## src/rtl/decode_stage.sv

```systemverilog
// rtl/decode_stage.sv - decode stage: regfile read select, load-use stall, D/X latch
// Optional stall cycle counter enabled by defining DECODE_STALL_COUNT_EN.
module decode_stage (
  input  logic        clock,
  input  logic        reset,
  input  logic [31:0] fd_pc,
  input  logic [31:0] fd_ir,
  input  logic        flush,
  output logic [4:0]  ctrl_readRegA,
  output logic [4:0]  ctrl_readRegB,
  input  logic [31:0] data_readRegA,
  input  logic [31:0] data_readRegB,
  output logic [31:0] dx_pc,
  output logic [31:0] dx_ir,
  output logic [31:0] dx_a,
  output logic [31:0] dx_b,
  output logic        dx_valid,
  output logic        stall,
  output logic [31:0] stall_count
);

  localparam logic [4:0] OP_RTYPE = 5'b00000;
  localparam logic [4:0] OP_J     = 5'b00001;
  localparam logic [4:0] OP_BNE   = 5'b00010;
  localparam logic [4:0] OP_JAL   = 5'b00011;
  localparam logic [4:0] OP_JR    = 5'b00100;
  localparam logic [4:0] OP_ADDI  = 5'b00101;
  localparam logic [4:0] OP_BLT   = 5'b00110;
  localparam logic [4:0] OP_SW    = 5'b00111;
  localparam logic [4:0] OP_LW    = 5'b01000;
  localparam logic [4:0] OP_SETX  = 5'b10101;
  localparam logic [4:0] OP_BEX   = 5'b10110;
  localparam logic [4:0] REG_RSTATUS = 5'd30;

  logic [4:0] fd_op, fd_rd, fd_rs, fd_rt;
  logic [4:0] dx_op, dx_rd;
  logic       use_a, use_b;
  logic       hazard;

  assign fd_op = fd_ir[31:27];
  assign fd_rd = fd_ir[26:22];
  assign fd_rs = fd_ir[21:17];
  assign fd_rt = fd_ir[16:12];
  assign dx_op = dx_ir[31:27];
  assign dx_rd = dx_ir[26:22];

  always_comb begin
    ctrl_readRegA = 5'd0;
    ctrl_readRegB = 5'd0;
    use_a         = 1'b0;
    use_b         = 1'b0;
    case (fd_op)
      OP_RTYPE: begin
        ctrl_readRegA = fd_rs;
        ctrl_readRegB = fd_rt;
        use_a         = 1'b1;
        use_b         = 1'b1;
      end
      // rt is still presented on port B for I-types, but never compared
      OP_ADDI, OP_LW: begin
        ctrl_readRegA = fd_rs;
        ctrl_readRegB = fd_rt;
        use_a         = 1'b1;
      end
      OP_SW, OP_BNE, OP_BLT: begin
        ctrl_readRegA = fd_rs;
        ctrl_readRegB = fd_rd;
        use_a         = 1'b1;
        use_b         = 1'b1;
      end
      OP_JR: begin
        ctrl_readRegB = fd_rd;
        use_b         = 1'b1;
      end
      OP_BEX: begin
        ctrl_readRegA = REG_RSTATUS;
        use_a         = 1'b1;
      end
      OP_J, OP_JAL, OP_SETX: begin
        ctrl_readRegA = 5'd0;
        ctrl_readRegB = 5'd0;
      end
      default: begin
        ctrl_readRegA = 5'd0;
        ctrl_readRegB = 5'd0;
      end
    endcase
  end

  // A bubble in D/X clears the hazard, so a single lw-use pair stalls one cycle.
  assign hazard = dx_valid && (dx_op == OP_LW) && (dx_rd != 5'd0) &&
                  ((use_a && (ctrl_readRegA == dx_rd)) ||
                   (use_b && (ctrl_readRegB == dx_rd)));

  assign stall = hazard && !flush;

  always_ff @(posedge clock) begin
    if (!reset) begin
      dx_pc    <= 32'd0;
      dx_ir    <= 32'd0;
      dx_a     <= 32'd0;
      dx_b     <= 32'd0;
      dx_valid <= 1'b0;
    end else if (flush || stall) begin
      dx_pc    <= fd_pc;
      dx_ir    <= 32'd0;
      dx_a     <= 32'd0;
      dx_b     <= 32'd0;
      dx_valid <= 1'b0;
    end else begin
      dx_pc    <= fd_pc;
      dx_ir    <= fd_ir;
      dx_a     <= data_readRegA;
      dx_b     <= data_readRegB;
      dx_valid <= 1'b1;
    end
  end

`ifdef DECODE_STALL_COUNT_EN
  always_ff @(posedge clock) begin
    if (!reset) begin
      stall_count <= 32'd0;
    end else if (stall && (stall_count != 32'hFFFF_FFFF)) begin
      stall_count <= stall_count + 32'd1;
    end
  end
`else
  assign stall_count = 32'd0;
`endif

endmodule

```

## config.mk

```make
export PLATFORM = sky130hd
export DESIGN_NAME = decode_stage
export DESIGN_NICKNAME = d
export VERILOG_FILES = /design/src/rtl/decode_stage.sv
export SDC_FILE = /design/constraint.sdc
export NUM_CORES = 1
export LEC_CHECK = 0
export CAP_MARGIN = 25
export CORE_AREA = 2 2 119 121
export DETAILED_ROUTE_END_ITERATION = 7
export DIE_AREA = 0 0 121 123
export GPL_TIMING_DRIVEN = 1
export PLACE_DENSITY = 0.8
export SYNTH_ARGS = -nofsm -noshare
export SYNTH_HDL_FRONTEND = slang
export SYNTH_SLANG_ARGS = --single-unit
```

## constraint.sdc

```tcl
create_clock -name clock -period 6.5 [get_ports clock]
set_input_delay 1.625 -clock clock [delete_from_list [all_inputs] [get_ports clock]]
set_output_delay 1.625 -clock clock [all_outputs]
set_load 0.02 [all_outputs]
```

* Word-level counts from Yosys, hierarchy flattened
Index checks and enable logic that the tools add are counted.
Word-level totals: bits of input ports 131, RAM bits 0, ROM bits 0, register bits after elaboration 129, word-level logic and storage cells 38, bits in latches 0, output and inout bits 172, memories kept 0
Operators by class: $lt $le $gt $ge 0, multiply operators 0, shifts and indexed selects 0, multiplexer cells 5, divide/modulo/power cells 0, bitwise gates (word level) 1, reductions and logical operators 17, equal/unequal tests 10, $add $sub $neg 0
Operators by type and width (count):
- 5-bit by 3-bit equality test with 1-bit output, second input constant | 4
- 5-bit case mux with 2 select lines | 2
- 5-bit by 4-bit equality test with 1-bit output, second input constant | 2
- 5-bit equality test | 2
- 7-bit OR reduction | 1
- 1-bit logical AND | 6
- 6-bit OR reduction | 1
- 5-bit by 2-bit equality test with 1-bit output, second input constant | 1
- 5-bit equality test, second input constant | 1
- 5-bit zero test | 1
- 5-bit nonzero test | 1
- 5-bit OR reduction | 1
- 4-bit OR reduction | 1
- 1-bit 2-to-1 mux | 3
- 3-bit OR reduction | 1
- 1-bit logical OR | 2
- 2-bit OR reduction | 1
- 1-bit zero test | 1
- 1-bit NOT | 1

* Longest topological paths before layout
Gate-level depths: netlist (run 1).
depth after elaboration 10, depth in mapped cells 10, depth with buffers taken out 6

* Worst setup path before layout (run 1)
Ideal clock, no wire load.
path type input-to-output, start input port fd_ir[31], end output port stall, arrival 3.564 ns, buffers on the path 1, setup slack 1.311 ns, data required time 4.875 ns, stages 7, cells stage by stage buf_6 mux2_4 a32o_1 a21o_1 xor2_1 or4_1 a211oi_2
On the way: word-level cells in the longest chain between the ends 8, elaborated cells between the ends (all ways) 24, classes of those cells 9 x eq/ne; 4 x mux; 11 x reduce/logical
RTL lines:
- start: declaration | line 7 | input logic [31:0] fd_ir,
- 5-bit by 3-bit equality test with 1-bit output (tied with other cells) | line 52 | case (fd_op)
- 6-bit OR reduction (no line)
- 5-bit case mux with 2 select lines * | line 52
- net ctrl_readRegA[4] | line 9 | output logic [4:0] ctrl_readRegA,
- 5-bit equality test * | line 92 | ((use_a && (ctrl_readRegA == dx_rd)) ||
- 1-bit logical AND * | line 92
- 1-bit logical OR * | line 92
- 1-bit logical AND * | line 91 | assign hazard = dx_valid && (dx_op == OP_LW) && (dx_rd != 5'd0) &&
- 1-bit logical AND * | line 95 | assign stall = hazard && !flush;
- end: declaration | line 18 | output logic stall,
Mark *: on every way through the listed nets, which the timed path passes. The rest lies on a longest branch.

* Final worst setup path (run 1)
start input port fd_ir[29], end output port stall
On the way: word-level cells in the longest chain between the ends 8, elaborated cells between the ends (all ways) 24, classes of those cells 9 x eq/ne; 4 x mux; 11 x reduce/logical
RTL lines (line):
- 5-bit by 3-bit equality test with 1-bit output (tied with other cells) | 52
- 6-bit OR reduction (no line) (tied with other cells)
- 5-bit case mux with 2 select lines | 52
- 5-bit equality test (on tied branches) | 92, 93
- 1-bit logical AND (on tied branches) | 92, 93
- 1-bit logical OR * | 92
- 1-bit logical AND * | 91
- 1-bit logical AND * | 95
Every way passes the cells marked *; elsewhere a longest branch is shown, timed or not.

==> reports/results.ini, run 1 <==
[power_and_ir_drop]
cellInternalPower_mw = 1.59
switchingPower_mw = 0.490
ir_drop_mv = 0.178
pwr-share-comb = 0.146
clock_power_share = 0.451
power.density_mw_per_mm2 = 251
fin_total_pwr_mw = 2.08
seqPwrFrac = 0.403
p_leak_nw = 3.47
switching_share = 0.236

[yosys]
synthArstFlopShare = 0
synth_edf_count = 0
netlist-cell-type-count = 45
netlist_area_mm2 = 0.00503
synthCells = 521
synth_warnings = 0
yosysSeqAreaShare = 0.513
synth_ff_type = dfxtp_1
ys_ff_latch = 129
syn_area_per_cell_um2 = 9.66

[clocking]
cts_buffers = 17
clock_latency_ns = 0.40
cts_setup_buffers = 0
cts.repair.resized = 0
hold_buffers = 0
h-tree-depth = 4
cts_tree = done
cts_root_buffer = clkbuf_16
clk_path_buf_depth = 2
cts.sinks = 129
clk_pin_slew_worst_paths_ns = 0.06

[die]
die_h_um = 123
die_x_um = 121
num_io_pins = 303
start_util = 0.370
die_area_mm2 = 0.0149
core_mm2 = 0.0136
num_rows = 43

[timing]
fin_tns_setup_ns = 0
timing.hold.ws_ns = 1.01
finalHoldViolCount = 0
min_period_over_period = 0.953
period_minus_slack_ns = 6.19
slew-limit-headroom = 0.385
worst_pin_slew_ns = 0.920
max_freq_mhz = 161
setup_violations = 0
drv_slew = 0
fin_skew_ns = 0.00615
rsz0062_at_grt = false

[place]
gp_congestion = 0.827
io_buffer_count = 270
place_area_mm2 = 0.00767
hpwl_mm = 10.7

[finish]
area_delta_synth_final_pct = 64.2
fillers = 1144
drive_above_1_share = 0.126
nets = 906
seq_area_mm2 = 0.00258
multi_input_area_mm2 = 0.00207
finish.instance_area_mm2 = 0.00827
diodes = 0

[setup_path]
crit_required_ns = 4.88
worstSetupPathType = in2out
arrival_ns = 4.57
crit_path_max_fanout = 13
r2r_slack_ns = 4.10
critPathLaunchType = input pin
crit_path_end_kind = primary output

[min_path]
hp-class = reg2reg

[drt]
first_iter_violations = 244
antenna_left = 0
route.detailed.drc = 0
wl_mm = 15.0
vias = 4417
post_drt_wl_per_cell_um = 15.6
vias_per_cell = 4.57
firstDrtPassIters = 4

[flow_run]
maxCapViolCount = 0

[global_routing]
grt_pass1_vias = 4160
grt_max_degree = 62
grt_pass1_wl_mm = 22.1
grt_use_total = 0.195
grt.overflow.total = 0
grt_antenna_before_repair = 0

[outcome]
outcome = finished clean

[metal layers]
metal | vias up | share of wire | global-route usage
met2 | 207 | 0.49 | 0.321
li1 | 2195 | - | -
met4 | 0 | 0.023 | 0.0792
met1 | 1988 | 0.40 | 0.229
met3 | 27 | 0.087 | 0.0724
met5 | - | 0 | 0
[final timing paths]
path | from | to | cells past startpoint
hold / removal | dx_ir[28]$_SDFF_PP0_ | dx_ir[30]$_SDFF_PP0_ | 4
hold reg to reg | dx_ir[28]$_SDFF_PP0_ | dx_ir[30]$_SDFF_PP0_ | 4
setup reg to reg | dx_ir[24]$_SDFF_PP0_ | dx_b[31]$_SDFF_PP0_ | 5
setup / recovery | fd_ir[29] | stall | 7
[critical path, stage by stage]
cell and delay, ns:
clkdlybuf4s50_1 0.72, a21oi_1 0.22, a2111oi_0 0.39, o211ai_1 0.25
or4_1 0.47, a211oi_2 0.25, clkdlybuf4s50_1 0.64
[cells by family (layout without fill, tap and decap cells)]
group,count (synthesis),count (layout),share of synthesized area
AO/OA/AOI/OAI,33,33,0.0482
other,1,32,0.000745
flip-flops,129,129,0.513
multiplexers,3,3,0.00721
AND/OR/NAND/NOR,279,279,0.326
buffers and inverters,75,309,0.102
XOR/XNOR,1,1,0.00174
[state kept, by name, summed over array words and instances, names as in the netlist]
signal / count
dx_a: 32
dx_pc: 32
dx_b: 32
dx_valid: 1
dx_ir: 32
[Yosys cell counts, types with 2 or more instances]
cell type  instances  area, um^2
dfxtp_1          129        2580
nand2_1          101         379
nor3_2            53         531
nor3_1            50         250
and2_1            34         213
buf_4             32         240
clkbuf_1          14        52.6
buf_2             13        65.1
buf_6             13         146
o211ai_1          11        82.6
and3_1             8        50.1
a21oi_1            6        30.0
nor2_1             5        18.8
nor2b_1            4        25.0
nor4_1             4        25.0
a21o_1             3        22.5
inv_1              3        11.3
or2_2              3        18.8
or4_1              3        22.5
a32o_1             2        20.0
nand3_1            2        10.0
nand4_1            2        12.5
o2111ai_1          2        17.5
o21ai_1            2        10.0
or3_1              2        12.5
[area by class of cell]
class / instances / area share
Clock buffer: 22 / 0.0586
Timing Repair Buffer: 276 / 0.337
Clock inverter: 8 / 0.0126
Multi-Input combinational cell: 348 / 0.251
Tap cell: 180 / 0.0272
Inverter: 3 / 0.00136
Sequential cell: 129 / 0.312
[power by group through the flow]
stage,Clock (mW),Sequential (mW),Combinational [mW]
2_1_floorplan,0,0.898,0.100
3_3_place_gp,0,0.853,0.301
3_5_place_dp,0,0.854,0.303
4_1_cts,0.953,0.838,0.305
5_1_grt,0.989,0.840,0.324
6_report,0.936,0.837,0.304
[placed cells by master, fill, tap and decap left out, types with 3 or more instances in the layout]
cell,instances
clkdlybuf4s50_1,270
dfxtp_1,129
nand2_1,101
nor3_2,53
nor3_1,49
and2_1,34
conb_1,32
clkbuf_16,17
o211ai_1,11
and3_1,8
a21oi_1,6
nor2_1,5
nor4_1,4
clkbuf_8,4
clkinvlp_4,4
inv_1,3
a21o_1,3
or2_2,3
nor2b_1,3
or4_1,3
buf_4,3
buf_12,3
[through the flow]
step / util / setup slack [ns] / std cells
2_1_floorplan: - / 1.31 / 552
3_3_place_gp: 0.564 / 0.344 / 936
3_5_place_dp: 0.564 / 0.332 / 936
4_1_cts: 0.607 / 0.305 / 966
5_1_grt: 0.607 / 0.0708 / 966
6_report: 0.607 / 0.307 / 966
Power figures use the tool's default switching activity.
==> inputs of run 2 (changes only) <==
--- a/config.mk
+++ b/config.mk
@@ -6,11 +6,11 @@
 export NUM_CORES = 1
 export LEC_CHECK = 0
 export CAP_MARGIN = 25
-export CORE_AREA = 2 2 119 121
+export CORE_ASPECT_RATIO = 0.9
+export CORE_UTILIZATION = 34
 export DETAILED_ROUTE_END_ITERATION = 7
-export DIE_AREA = 0 0 121 123
 export GPL_TIMING_DRIVEN = 1
-export PLACE_DENSITY = 0.8
+export PLACE_DENSITY = 0.77
 export SYNTH_ARGS = -nofsm -noshare
 export SYNTH_HDL_FRONTEND = slang
 export SYNTH_SLANG_ARGS = --single-unit
==> constraint.sdc (replaced) <==
create_clock -name clock -period 5 [get_ports clock]
set_input_delay 1.25 -clock clock [delete_from_list [all_inputs] [get_ports clock]]
set_output_delay 1.25 -clock clock [all_outputs]
set_load 0.02 [all_outputs]
==> run 2 against run 1 <==
  * Total power grew 28%
  * Critical path type unchanged
  * Worst hold slack worse by 0.019 ns
  * Largest power group unchanged
  * Clock power grew 25%
==> reports/results.ini, run 2 (same netlist as run 1, synthesis figures left out) <==
[power_and_ir_drop]
ir_drop_mv = 0.224
fin_total_pwr_mw = 2.66
power.density_mw_per_mm2 = 317
p_leak_nw = 3.58

[setup_path]
r2r_slack_ns = 2.59
ff2ff_path_depth = 7
worstSetupPathType = in2out
arrival_ns = 3.63
crit_path_end_kind = primary output
critPathLaunchType = input pin
critPathCapture = stall
worstPathCellList = clkdlybuf4s50_1 -> mux2_4 -> a32o_1 -> a21o_1 -> xor2_1 -> or4_1 -> a211oi_2 -> buf_4
crit_required_ns = 3.75
slowest_delay_ns = 0.56
r2r_end = dx_a[9]$_SDFF_PP0_
startpoint = fd_ir[21]
r2r_start = dx_ir[24]$_SDFF_PP0_
cpMaxStageDelayCell = or4_1
crit_path_max_fanout = 2

[die]
num_io_pins = 303
die_x_um = 130
die_area_mm2 = 0.0153
num_rows = 41
start_util = 0.354
die_h_um = 117
core_mm2 = 0.0142

[drt]
vias = 4508
first_iter_violations = 288
post_drt_wl_per_cell_um = 14.9
vias_per_cell = 4.52
wl_mm = 14.9
firstDrtPassIters = 4
antenna_left = 0
route.detailed.drc = 0

[timing]
drv_slew = 0
period_minus_slack_ns = 4.88
min_period_over_period = 0.976
slew-limit-headroom = 0.462
rsz0062_at_grt = false
fin_tns_setup_ns = 0
worst_pin_slew_ns = 0.805
timing.hold.ws_ns = 0.993
fin_skew_ns = 0.00802
setup_violations = 0
finalHoldViolCount = 0
max_freq_mhz = 205
setup_ws_ns = 0.120

[finish]
fillers = 1215
stdcell_count = 997
finish.instance_area_mm2 = 0.00840
layout_common_cells = 264 x clkdlybuf4s50_1, 129 x dfxtp_1, 101 x nand2_1
nets = 923
diodes = 0
area_delta_synth_final_pct = 66.9
final_core_util = 0.591
final_common_cell = clkdlybuf4s50_1
drive_above_1_share = 0.149

[place]
hpwl_mm = 10.9
place_area_mm2 = 0.00781
place_inst = 965
io_buffer_count = 270
gp_congestion = 0.806
dpl_worst_slack_ns = -0.0932

[global_routing]
grt_use_total = 0.195
grt_antenna_before_repair = 0
grt_pass1_vias = 4355
grt.overflow.total = 0
grt_max_degree = 56
grt_pass1_wl_mm = 22.5

[clocking]
cts_root_buffer = clkbuf_16
hold_buffers = 0
h-tree-depth = 4
cts_buffers = 17
clock_latency_ns = 0.41
clk_path_buf_depth = 2
clk_pin_slew_worst_paths_ns = 0.05
cts.sinks = 129
cts_tree = done

[flow_run]
maxCapViolCount = 0

[outcome]
outcome = finished clean

[min_path]
hp-class = reg2reg

-- run 2: report_power, final --
group	total (mW)	internal, mW	leakage [nW]	switching [mW]
clock network	1.17	0.738	0.267	0.433
registers	1.09	1.07	1.06	0.0151
logic	0.404	0.216	2.25	0.187
-- run 2: timing repair --
| item | 4_1_cts | 5_1_grt |
|---|---|---|
| resized for setup | 3 | 8 |
| pin swaps | 1 | 3 |
| endpoints found under the setup margin | 1 | 1 |
| setup buffers | 0 | 1 |
-- run 2: worst max-delay path: cells and delay by family --
family	cells	cell delay (ns)
mux	1	0.29
simple gates	1	0.56
compound gates	3	0.72
buf+inv	2	0.66
xor+xnor	1	0.14
-- run 2: worst min-delay path by stage --
stage	slack [ns]	depth (start not counted)	end	startpoint
3_3_place_gp	1.01	4	dx_ir[30]$_SDFF_PP0_	dx_ir[28]$_SDFF_PP0_
3_5_place_dp	1.0	4	dx_ir[30]$_SDFF_PP0_	dx_ir[28]$_SDFF_PP0_
5_1_grt	1.08	4	dx_ir[30]$_SDFF_PP0_	dx_ir[28]$_SDFF_PP0_
2_1_floorplan	0.92	5	dx_ir[30]$_SDFF_PP0_	dx_ir[23]$_SDFF_PP0_
6_report	0.99	4	dx_ir[30]$_SDFF_PP0_	dx_ir[28]$_SDFF_PP0_
4_1_cts	1.00	4	dx_ir[30]$_SDFF_PP0_	dx_ir[28]$_SDFF_PP0_
-- run 2: per-layer routing --
layer	GRT usage	routed length, um	up-vias
met5	0	0	-
met4	0.0807	264	0
met3	0.0931	1840	19
met2	0.322	7100	208
met1	0.211	5660	2056
li1	-	-	2225
-- run 2: layout make-up --
cell class | instances | area [um^2] | area share
inverters | 3 | 11.3 | 0.00134
multi-input cells | 348 | 2080 | 0.248
flip-flops and latches | 129 | 2580 | 0.308
repair buffers | 293 | 2920 | 0.347
clock inverters | 11 | 115 | 0.0137
clock buffers | 20 | 447 | 0.0532
well taps | 193 | 241 | 0.0288
==> inputs of run 3 (changes only) <==
--- a/config.mk
+++ b/config.mk
@@ -8,6 +8,7 @@
 export CAP_MARGIN = 25
 export CORE_ASPECT_RATIO = 0.9
 export CORE_UTILIZATION = 34
+export CTS_CLUSTER_DIAMETER = 60
 export DETAILED_ROUTE_END_ITERATION = 7
 export GPL_TIMING_DRIVEN = 1
 export PLACE_DENSITY = 0.77
==> results of run 3 <==
The final DEF is identical to that of run 2; final timing and power are the same.
